<file path="src/rtl/cpu_pkg.sv">
// =============================================================================
// Module      : cpu_pkg
// Description : Shared constants and types for the 16-bit RISC pipeline.
// Revision    : 1.0 - initial release
// =============================================================================
`default_nettype none

package cpu_pkg;

    // Datapath widths
    localparam int ADDR_W  = 16;
    localparam int INSTR_W = 16;

    // All-zero instruction word, used by the ID stage when it meets a bubble
    localparam logic [15:0] NOP = 16'h0000;

    // Fetch FSM states; encoding 2'd3 is illegal and recovers to S_FETCH
    typedef enum logic [1:0] {
        S_BOOT  = 2'd0,
        S_FETCH = 2'd1,
        S_STALL = 2'd2
    } fetch_state_e;

endpackage : cpu_pkg

`default_nettype wire

</file>
<file path="src/rtl/pc_reg.sv">
// =============================================================================
// Module      : pc_reg
// Description : Program counter register with load / increment / hold
//               controls. Load has priority over increment; the counter
//               wraps modulo 2^ADDR_W.
// Revision    : 1.0 - initial release
// =============================================================================
`default_nettype none

module pc_reg #(
    parameter int                 ADDR_W   = 16,
    parameter logic [ADDR_W-1:0]  RESET_PC = '0
) (
    input  logic              clk_i,
    input  logic              rst_ni,
    input  logic              load_i,
    input  logic [ADDR_W-1:0] target_i,
    input  logic              inc_i,
    output logic [ADDR_W-1:0] pc_o
);
    import cpu_pkg::*;

    logic [ADDR_W-1:0] pc_q;
    logic [ADDR_W-1:0] pc_d;

    // Next-PC selection: redirect beats increment, otherwise hold
    always_comb begin
        pc_d = pc_q;
        if (load_i) begin
            pc_d = target_i;
        end else if (inc_i) begin
            pc_d = pc_q + ADDR_W'(1);
        end
    end

    // PC storage with asynchronous reset to the boot address
    always_ff @(posedge clk_i or negedge rst_ni) begin
        if (!rst_ni) begin
            pc_q <= RESET_PC;
        end else begin
            pc_q <= pc_d;
        end
    end

    assign pc_o = pc_q;

endmodule : pc_reg

`default_nettype wire

</file>
<file path="src/rtl/fetch_unit.sv">
// =============================================================================
// Module      : fetch_unit
// Description : Instruction-fetch stage. Holds the PC, issues word reads over
//               a req/ready handshake and drives the IF/ID register
//               (instruction, address, valid). Honours stall and branch
//               redirect; redirect wins over stall, stall over the handshake.
// Revision    : 1.0 - initial release
// =============================================================================
`default_nettype none

module fetch_unit #(
    parameter int                 ADDR_W   = 16,
    parameter int                 INSTR_W  = 16,
    parameter logic [ADDR_W-1:0]  RESET_PC = '0
) (
    input  logic               inp_clk,
    input  logic               inp_rst_n,
    output logic               out_mem_req,
    output logic [ADDR_W-1:0]  out_mem_addr,
    input  logic               inp_mem_ready,
    input  logic [INSTR_W-1:0] inp_mem_data,
    input  logic               inp_stall,
    input  logic               inp_branch_taken,
    input  logic [ADDR_W-1:0]  inp_branch_target,
    output logic [INSTR_W-1:0] out_instruction,
    output logic [ADDR_W-1:0]  out_address,
    output logic               out_valid
);
    import cpu_pkg::*;

    fetch_state_e       state_q;
    logic               valid_q;
    logic [INSTR_W-1:0] instr_q;
    logic [ADDR_W-1:0]  addr_q;

    logic [ADDR_W-1:0]  pc;
    logic               mem_req;
    logic               pc_inc;

    // Request only in S_FETCH, and never while redirecting or while IF/ID is
    // refusing a valid instruction. Decoded from state_q so reset drops it
    // immediately.
    always_comb begin
        mem_req = (state_q == S_FETCH) && !inp_branch_taken &&
                  !(inp_stall && valid_q);
    end

    // A completed handshake advances the PC (branch already excluded via req)
    assign pc_inc = mem_req && inp_mem_ready;

    pc_reg #(
        .ADDR_W   (ADDR_W),
        .RESET_PC (RESET_PC)
    ) u_pc_reg (
        .clk_i    (inp_clk),
        .rst_ni   (inp_rst_n),
        .load_i   (inp_branch_taken),
        .target_i (inp_branch_target),
        .inc_i    (pc_inc),
        .pc_o     (pc)
    );

    // Fetch FSM and IF/ID output registers
    always_ff @(posedge inp_clk or negedge inp_rst_n) begin
        if (!inp_rst_n) begin
            state_q <= S_BOOT;
            valid_q <= 1'b0;
            instr_q <= '0;
            addr_q  <= '0;
        end else begin
            case (state_q)
                S_BOOT: begin
                    state_q <= S_FETCH;
                end
                S_FETCH: begin
                    if (inp_branch_taken) begin
                        // Any data returned this cycle belongs to the old path
                        valid_q <= 1'b0;
                    end else if (inp_stall && valid_q) begin
                        state_q <= S_STALL;
                    end else if (inp_mem_ready) begin
                        instr_q <= inp_mem_data;
                        addr_q  <= pc;
                        valid_q <= 1'b1;
                        state_q <= inp_stall ? S_STALL : S_FETCH;
                    end else begin
                        valid_q <= 1'b0;
                    end
                end
                S_STALL: begin
                    if (inp_branch_taken) begin
                        valid_q <= 1'b0;
                        state_q <= S_FETCH;
                    end else if (!inp_stall) begin
                        // Held instruction is consumed at this edge; a
                        // single bubble follows
                        valid_q <= 1'b0;
                        state_q <= S_FETCH;
                    end
                end
                default: begin
                    state_q <= S_FETCH;
                    valid_q <= 1'b0;
                end
            endcase
        end
    end

    assign out_mem_req     = mem_req;
    assign out_mem_addr    = pc;
    assign out_instruction = instr_q;
    assign out_address     = addr_q;
    assign out_valid       = valid_q;

endmodule : fetch_unit

`default_nettype wire
</file>
<file path="config.mk">
export PLATFORM = sky130hd
export DESIGN_NAME = fetch_unit
export DESIGN_NICKNAME = d
export VERILOG_FILES = /design/src/rtl/cpu_pkg.sv /design/src/rtl/pc_reg.sv /design/src/rtl/fetch_unit.sv
export SDC_FILE = /design/constraint.sdc
export NUM_CORES = 1
export LEC_CHECK = 0
export ABC_CLOCK_PERIOD_IN_PS = 1880
export BUFFER_PORTS_ARGS = -buffer_cell sky130_fd_sc_hd__buf_2
export CAP_MARGIN = 20
export CORE_ASPECT_RATIO = 0.9
export CORE_MARGIN = 8
export CORE_UTILIZATION = 49
export CTS_CLUSTER_SIZE = 12
export DETAILED_ROUTE_END_ITERATION = 7
export PLACE_DENSITY_LB_ADDON = 0.25
export SETUP_SLACK_MARGIN = 0.4
export SYNTH_ARGS = -nofsm -noshare
export SYNTH_HDL_FRONTEND = slang
export SYNTH_SLANG_ARGS = --single-unit
</file>
<file path="constraint.sdc">
create_clock -name inp_clk -period 1.88 [get_ports inp_clk]
set_input_delay 0.188 -clock inp_clk [delete_from_list [all_inputs] [get_ports inp_clk]]
set_output_delay 0.188 -clock inp_clk [all_outputs]
set_load 0.02 [all_outputs]
</file>
==> results of run 1 <==
[worst max-delay path, delay by kind of cell, from the launching register on]
kind / cells / cell delay [ps]
flops: 1 / 400
simple gates: 4 / 1120
[state kept, by name, indices dropped and copies added (netlist names)]
| signal | count |
|---|---|
| out_address | 16 |
| out_instruction | 16 |
| out_valid | 1 |
| state_q | 2 |
| u_pc_reg.pc_o | 16 |
[final timing paths]
| check | end | depth (start not counted) |
|---|---|---|
| max | u_pc_reg.pc_o[14]$_DFFE_PN0P_ | 4 |
| min in group asynchronous | out_instruction[3]$_DFFE_PN0P_ | 2 |
| min | out_instruction[7]$_DFFE_PN0P_ | 3 |
| max in group asynchronous | u_pc_reg.pc_o[0]$_DFFE_PN0P_ | 3 |
| min reg2reg | out_address[8]$_DFFE_PN0P_ | 2 |
| max reg2reg | u_pc_reg.pc_o[14]$_DFFE_PN0P_ | 4 |
[cell usage after synthesis]
master     count  area, um2
nand2_1      110        413
dfrtp_1       51       1280
nand3_1       14       70.1
o211ai_1       8       60.1
buf_2          7       35.0
o21ai_0        6       30.0
and3_1         5       31.3
inv_1          5       18.8
or3_1          5       31.3
and4_1         4       35.0
a21oi_1        3       15.0
a221o_1        3       30.0
a22oi_1        3       22.5
clkbuf_1       3       11.3
nor2_1         3       11.3
a21o_1         2       15.0
buf_6          2       22.5
nand4_1        2       12.5
o21bai_1       2       15.0
o311ai_0       2       17.5
a211o_1        1       8.76
a2bb2oi_1      1       8.76
a31o_2         1       8.76
and2_4         1       8.76
and4bb_1       1       12.5
ha_1           1       12.5
mux2i_1        1       10.0
nand3b_1       1       7.51
nand4_4        1       21.3
nor3_1         1       5.00
nor3b_1        1       7.51
or2_2          1       6.26
or4_1          1       7.51
xnor2_1        1       8.76
[power breakdown]
part | internal, uW | total [uW] | switching, uW
sequential | 1300 | 1430 | 139
combinational | 328 | 899 | 571
clock | 397 | 761 | 364
total | 2020 | 3090 | 1070
[metal layers]
metal  vias to the layer above  GRT usage (%)  wire length, um
met2                        78           29.1             2810
met3                         7           4.54              505
met5                         -              0                0
met4                         0           6.58               76
li1                       1054              -                -
met1                      1015           22.4             2820
[area by class of cell]
cell class / count / area, um2 / area share, %
Tap cell: 62 / 77.6 / 2.53
Clock buffer: 5 / 68.8 / 2.24
Sequential cell: 51 / 1280 / 41.8
Multi-Input combinational cell: 187 / 993 / 32.4
Timing Repair Buffer: 103 / 583 / 19.0
Inverter: 5 / 18.8 / 0.611
Clock inverter: 3 / 43.8 / 1.43
[cells by family (layout without fill, tap and decap cells)]
| family | Yosys count | in the layout |
|---|---|---|
| simple gates | 151 | 152 |
| xor+xnor | 1 | 1 |
| buf+inv | 17 | 116 |
| mux | 1 | 1 |
| flops | 51 | 51 |
| fa+ha+maj | 1 | 1 |
| compound gates | 32 | 32 |
[what timing repair did]
item / in CTS / in global routing
hold endpoints to repair: 25 / 0
pin swaps: 4 / 2
hold buffers: 1 / 0
gates resized for setup: 6 / 7
cloned: 1 / 0
setup endpoints to repair: 48 / 42
setup buffers: 7 / 3
[stage by stage]
stage	hold slack (ps)	util, %
finish	66.9	68.4
global route	61.5	68.4
detailed placement	222	63.0
floorplan	-108	-
CTS	56.8	67.5
global placement	221	63.0
==> flow_summary.ini, run 1 <==
[drt]
wirelength_um = 6220
vias = 2154
postRouteAntennaNets = 0
vias_per_cell = 5.18
drt-initial-drc-count = 105
drc = 0
drt-pass1-iter-count = 4
wl_per_cell_um = 14.9

[place]
dp_cells = 396
place_area_mm2 = 0.00283
place_hpwl_um = 4440
globalplace.congestion = 0.869
pre_cts_ws_ps = 88.3
io_buffers = 86

[synthesis]
muxShareOfSynthArea_pct = 0.434
yosys.area_share.simple_pct = 29.5
ys_warn_count = 0
syn_nets = 292
synth_top_family_by_area = simple AND/OR/NAND/NOR gates
avgSynthCellArea_um2 = 9.08
synth-compound-area-share_pct = 10.0
synth_adder_area_share_pct = 0.542
ys_types = 34
synthXorXnorAreaFrac_pct = 0.380
netlist_area_mm2 = 0.00231
synthCells = 254
ys_ff_latch = 51
synth_seq_area_share_pct = 55.3

[clock_network]
clk_pin_slew_ps = 90
cts_tree = built
cts_buffer_depth = 2
cts_root_buffer = clkbuf_8
clk_latency_ps = 300
cts_htree_levels = 2
cts_buffers = 5
cts.sinks = 51

[worst_setup_path]
cp-end-kind = flip-flop
crit_fanout = 5
rrSetupSlack_ps = 310
cp-startpoint = state_q[1]$_DFFE_PN0P_
max_stage_delay_ps = 520
start_kind = flip-flop
worst-setup-path-type = reg -> reg
crit_chain = and4bb_4 -> nand4_4 -> or4_1 -> nand3_1
crit_required_ps = 2130
worstPathArrival_ps = 1820
worstReg2RegStart = state_q[1]$_DFFE_PN0P_
cp_slowest_cell = or4_1

[die]
dieArea_mm2 = 0.00716
rows = 23
initial_core_util_pct = 51.4
io_pins = 87
die_height_um = 81.1
dieWidth_um = 88.3
core_area_mm2 = 0.00449

[sta]
finalCritPeriodShare_pct = 83.7
finalSetupTns_ps = 0
finalSetupViolCount = 0
fin_crit_ps = 1570
rsz0062_at_grt = yes
slew-limit-headroom_pct = 61.6
fin_ws_ps = 307
fmax_ghz = 0.636
slew_viol_final = 0
hold_viol = 0
worst_pin_slew_ps = 576
fin_skew_ps = 7.66

[layout]
final_common_cell = nand2_1
final_nets = 391
diodes = 0
design_area_mm2 = 0.00307
post_route_cells_drive_above_1_share_pct = 36.4
final_cell_mix = nand2_1 (108), buf_2 (85), dfrtp_1 (45)
instances_no_fill = 416
nFillCells = 394
synthToLayoutAreaGrowth_pct = 33.0

[global_routing]
grt_pass1_wl_um = 10100
globalRouteOverflowTotal = 0
gr-usage-all-layers_pct = 17.8
first_global_vias = 2174
antenna_found_initial = 0
grt_start_max_net_pins = 28

[power]
leakagePower_uw = 0.00164
vdd_drop_max_mv = 0.519
p_total_uw = 3090
p_per_area_mw_per_mm2 = 1010

[status]
status = finished, final reports clean

[min_path]
min-delay-start = inp_mem_data[7]
hp-class = in -> reg

[run]
timing.max_cap.violations = 0
(Power assumes the default switching activity.)
==> inputs of run 2 (changes only) <==
ABC_CLOCK_PERIOD_IN_PS = 1500   (was 1880)
clock period = 1.5 ns   (was 1.88 ns; I/O delays follow)
==> flow_summary.ini, run 2 (synthesis gave the netlist of run 1 again) <==
[drt]
vias_per_cell = 5.30
vias = 2360
drt-pass1-iter-count = 4
drc = 0
postRouteAntennaNets = 0
wirelength_um = 7160
drt-initial-drc-count = 108
wl_per_cell_um = 16.1

[worst_setup_path]
cp-end-kind = flip-flop
cp-startpoint = u_pc_reg.pc_o[0]$_DFFE_PN0P_
worstPathArrival_ps = 1770
crit_required_ps = 1690
crit_fanout = 4
start_kind = flip-flop
worstReg2RegStart = u_pc_reg.pc_o[0]$_DFFE_PN0P_
worst-setup-path-type = reg -> reg

[power]
leakagePower_uw = 0.00185
p_total_uw = 4170
p_sw_share_pct = 34.6
intPower_uw = 2720
p_seq_share_pct = 42.8
clkPwrFrac_pct = 23.3
vdd_drop_max_mv = 0.517
p_sw_uw = 1440
p_per_area_mw_per_mm2 = 1180
comb_power_share_pct = 33.9

[clock_network]
cts.sinks = 51
cts_tree = built
cts_buffer_depth = 2
clk_pin_slew_ps = 100
cts_buffers = 5
cts_htree_levels = 2
clk_latency_ps = 300
cts_root_buffer = clkbuf_8

[die]
dieArea_mm2 = 0.00716
io_pins = 87
core_area_mm2 = 0.00449
die_height_um = 81.1
initial_core_util_pct = 51.4
dieWidth_um = 88.3
rows = 23

[layout]
final_common_cell = nand2_1
post_route_cells_drive_above_1_share_pct = 46.2
final_cell_mix = nand2_1 (103), buf_2 (73), dfrtp_1 (41)
diodes = 0
synthToLayoutAreaGrowth_pct = 53.0
design_area_mm2 = 0.00353
final_nets = 420

[place]
pre_cts_ws_ps = -235
io_buffers = 86
place_area_mm2 = 0.00298
place_hpwl_um = 4730
globalplace.congestion = 0.833

[sta]
hold_viol = 0
fmax_ghz = 0.631
slew_viol_final = 0
slew-limit-headroom_pct = 71.2
rsz0062_at_grt = yes
fin_crit_ps = 1580
fin_skew_ps = 4.97
finalCritPeriodShare_pct = 106
finalSetupViolCount = 9
worst_pin_slew_ps = 426
fin_ws_ps = -84.2

[global_routing]
gr-usage-all-layers_pct = 19.1
grt_pass1_wl_um = 10800
globalRouteOverflowTotal = 0
antenna_found_initial = 0
grt_start_max_net_pins = 52
first_global_vias = 2313

[min_path]
min-delay-start = inp_mem_data[14]
hp-class = in -> reg

[status]
status = finished with violations
violations = negative setup slack

[run]
timing.max_cap.violations = 0
==> run 2: cell types whose count changed in the layout (fill, tap and decap cells not counted), sizes merged <==
cell | before | now
inv | 5 | 6
clkinv | 2 | 1
clkbuf | 5 | 6
buf | 102 | 130
==> run 2: worst paths after layout <==
kind	slack (ps)	depth (start not counted)	end
max	-80	5	u_pc_reg.pc_o[14]$_DFFE_PN0P_
min in group asynchronous	370	3	out_address[10]$_DFFE_PN0P_
min	30	3	out_instruction[14]$_DFFE_PN0P_
max reg2reg	-80	5	u_pc_reg.pc_o[14]$_DFFE_PN0P_
min reg2reg	480	2	out_address[2]$_DFFE_PN0P_
max in group asynchronous	880	3	out_valid$_DFFE_PN0P_
==> run 2: power by group through the flow <==
| stage | clock network [uW] | registers, uW | logic, uW |
|---|---|---|---|
| after global routing | 1040 | 1820 | 1520 |
| after detailed placement | 0 | 1800 | 1190 |
| final | 971 | 1780 | 1410 |
| after floorplan | 0 | 2130 | 350 |
| after global placement | 0 | 1790 | 1160 |
| after CTS | 983 | 1770 | 1320 |
==> run 2: layer usage <==
metal / routed length (um) / track usage (%) / vias up
li1: - / - / 1119
met1: 2970 / 24.0 / 1123
met2: 3430 / 31.2 / 104
met3: 631 / 5.04 / 14
met4: 125 / 6.41 / 0
met5: 0 / 0 / -
==> run 2: final cells by class <==
class / count / area [um2]
flip-flops and latches: 51 / 1290
multi-input cells: 187 / 1060
repair buffers: 132 / 970
fillers: 301 / 960
well taps: 62 / 77.6
clock buffers: 5 / 68.8
clock inverters: 3 / 47.5
inverters: 5 / 21.3
==> run 2: worst max-delay path, stage by stage, from the launching register on <==
cell,delay (ps)
dfrtp_2,420
ha_4,150
and3_4,210
nand4_4,130
o311ai_1,440
nand3_2,120
==> run 2: per-stage QoR <==
step	std cells	hold slack (ps)	TNS, ps	util [%]
5_1_grt	445	25.6	-1090	78.6
3_3_place_gp	414	160	-3560	66.4
3_5_place_dp	414	163	-7170	66.4
6_report	445	30.1	-190	78.6
2_1_floorplan	254	-146	-83.5	-
4_1_cts	435	25.4	-39.7	74.2
==> run 2: repair_timing <==
| action | in CTS | in global routing |
|---|---|---|
| hold buffers | 1 | 0 |
| cloned | 1 | 2 |
| gates resized for setup | 39 | 31 |
| setup buffers | 11 | 8 |
| setup endpoints to repair | 62 | 65 |
| pin swaps | 4 | 6 |
| hold endpoints to repair | 51 | 0 |
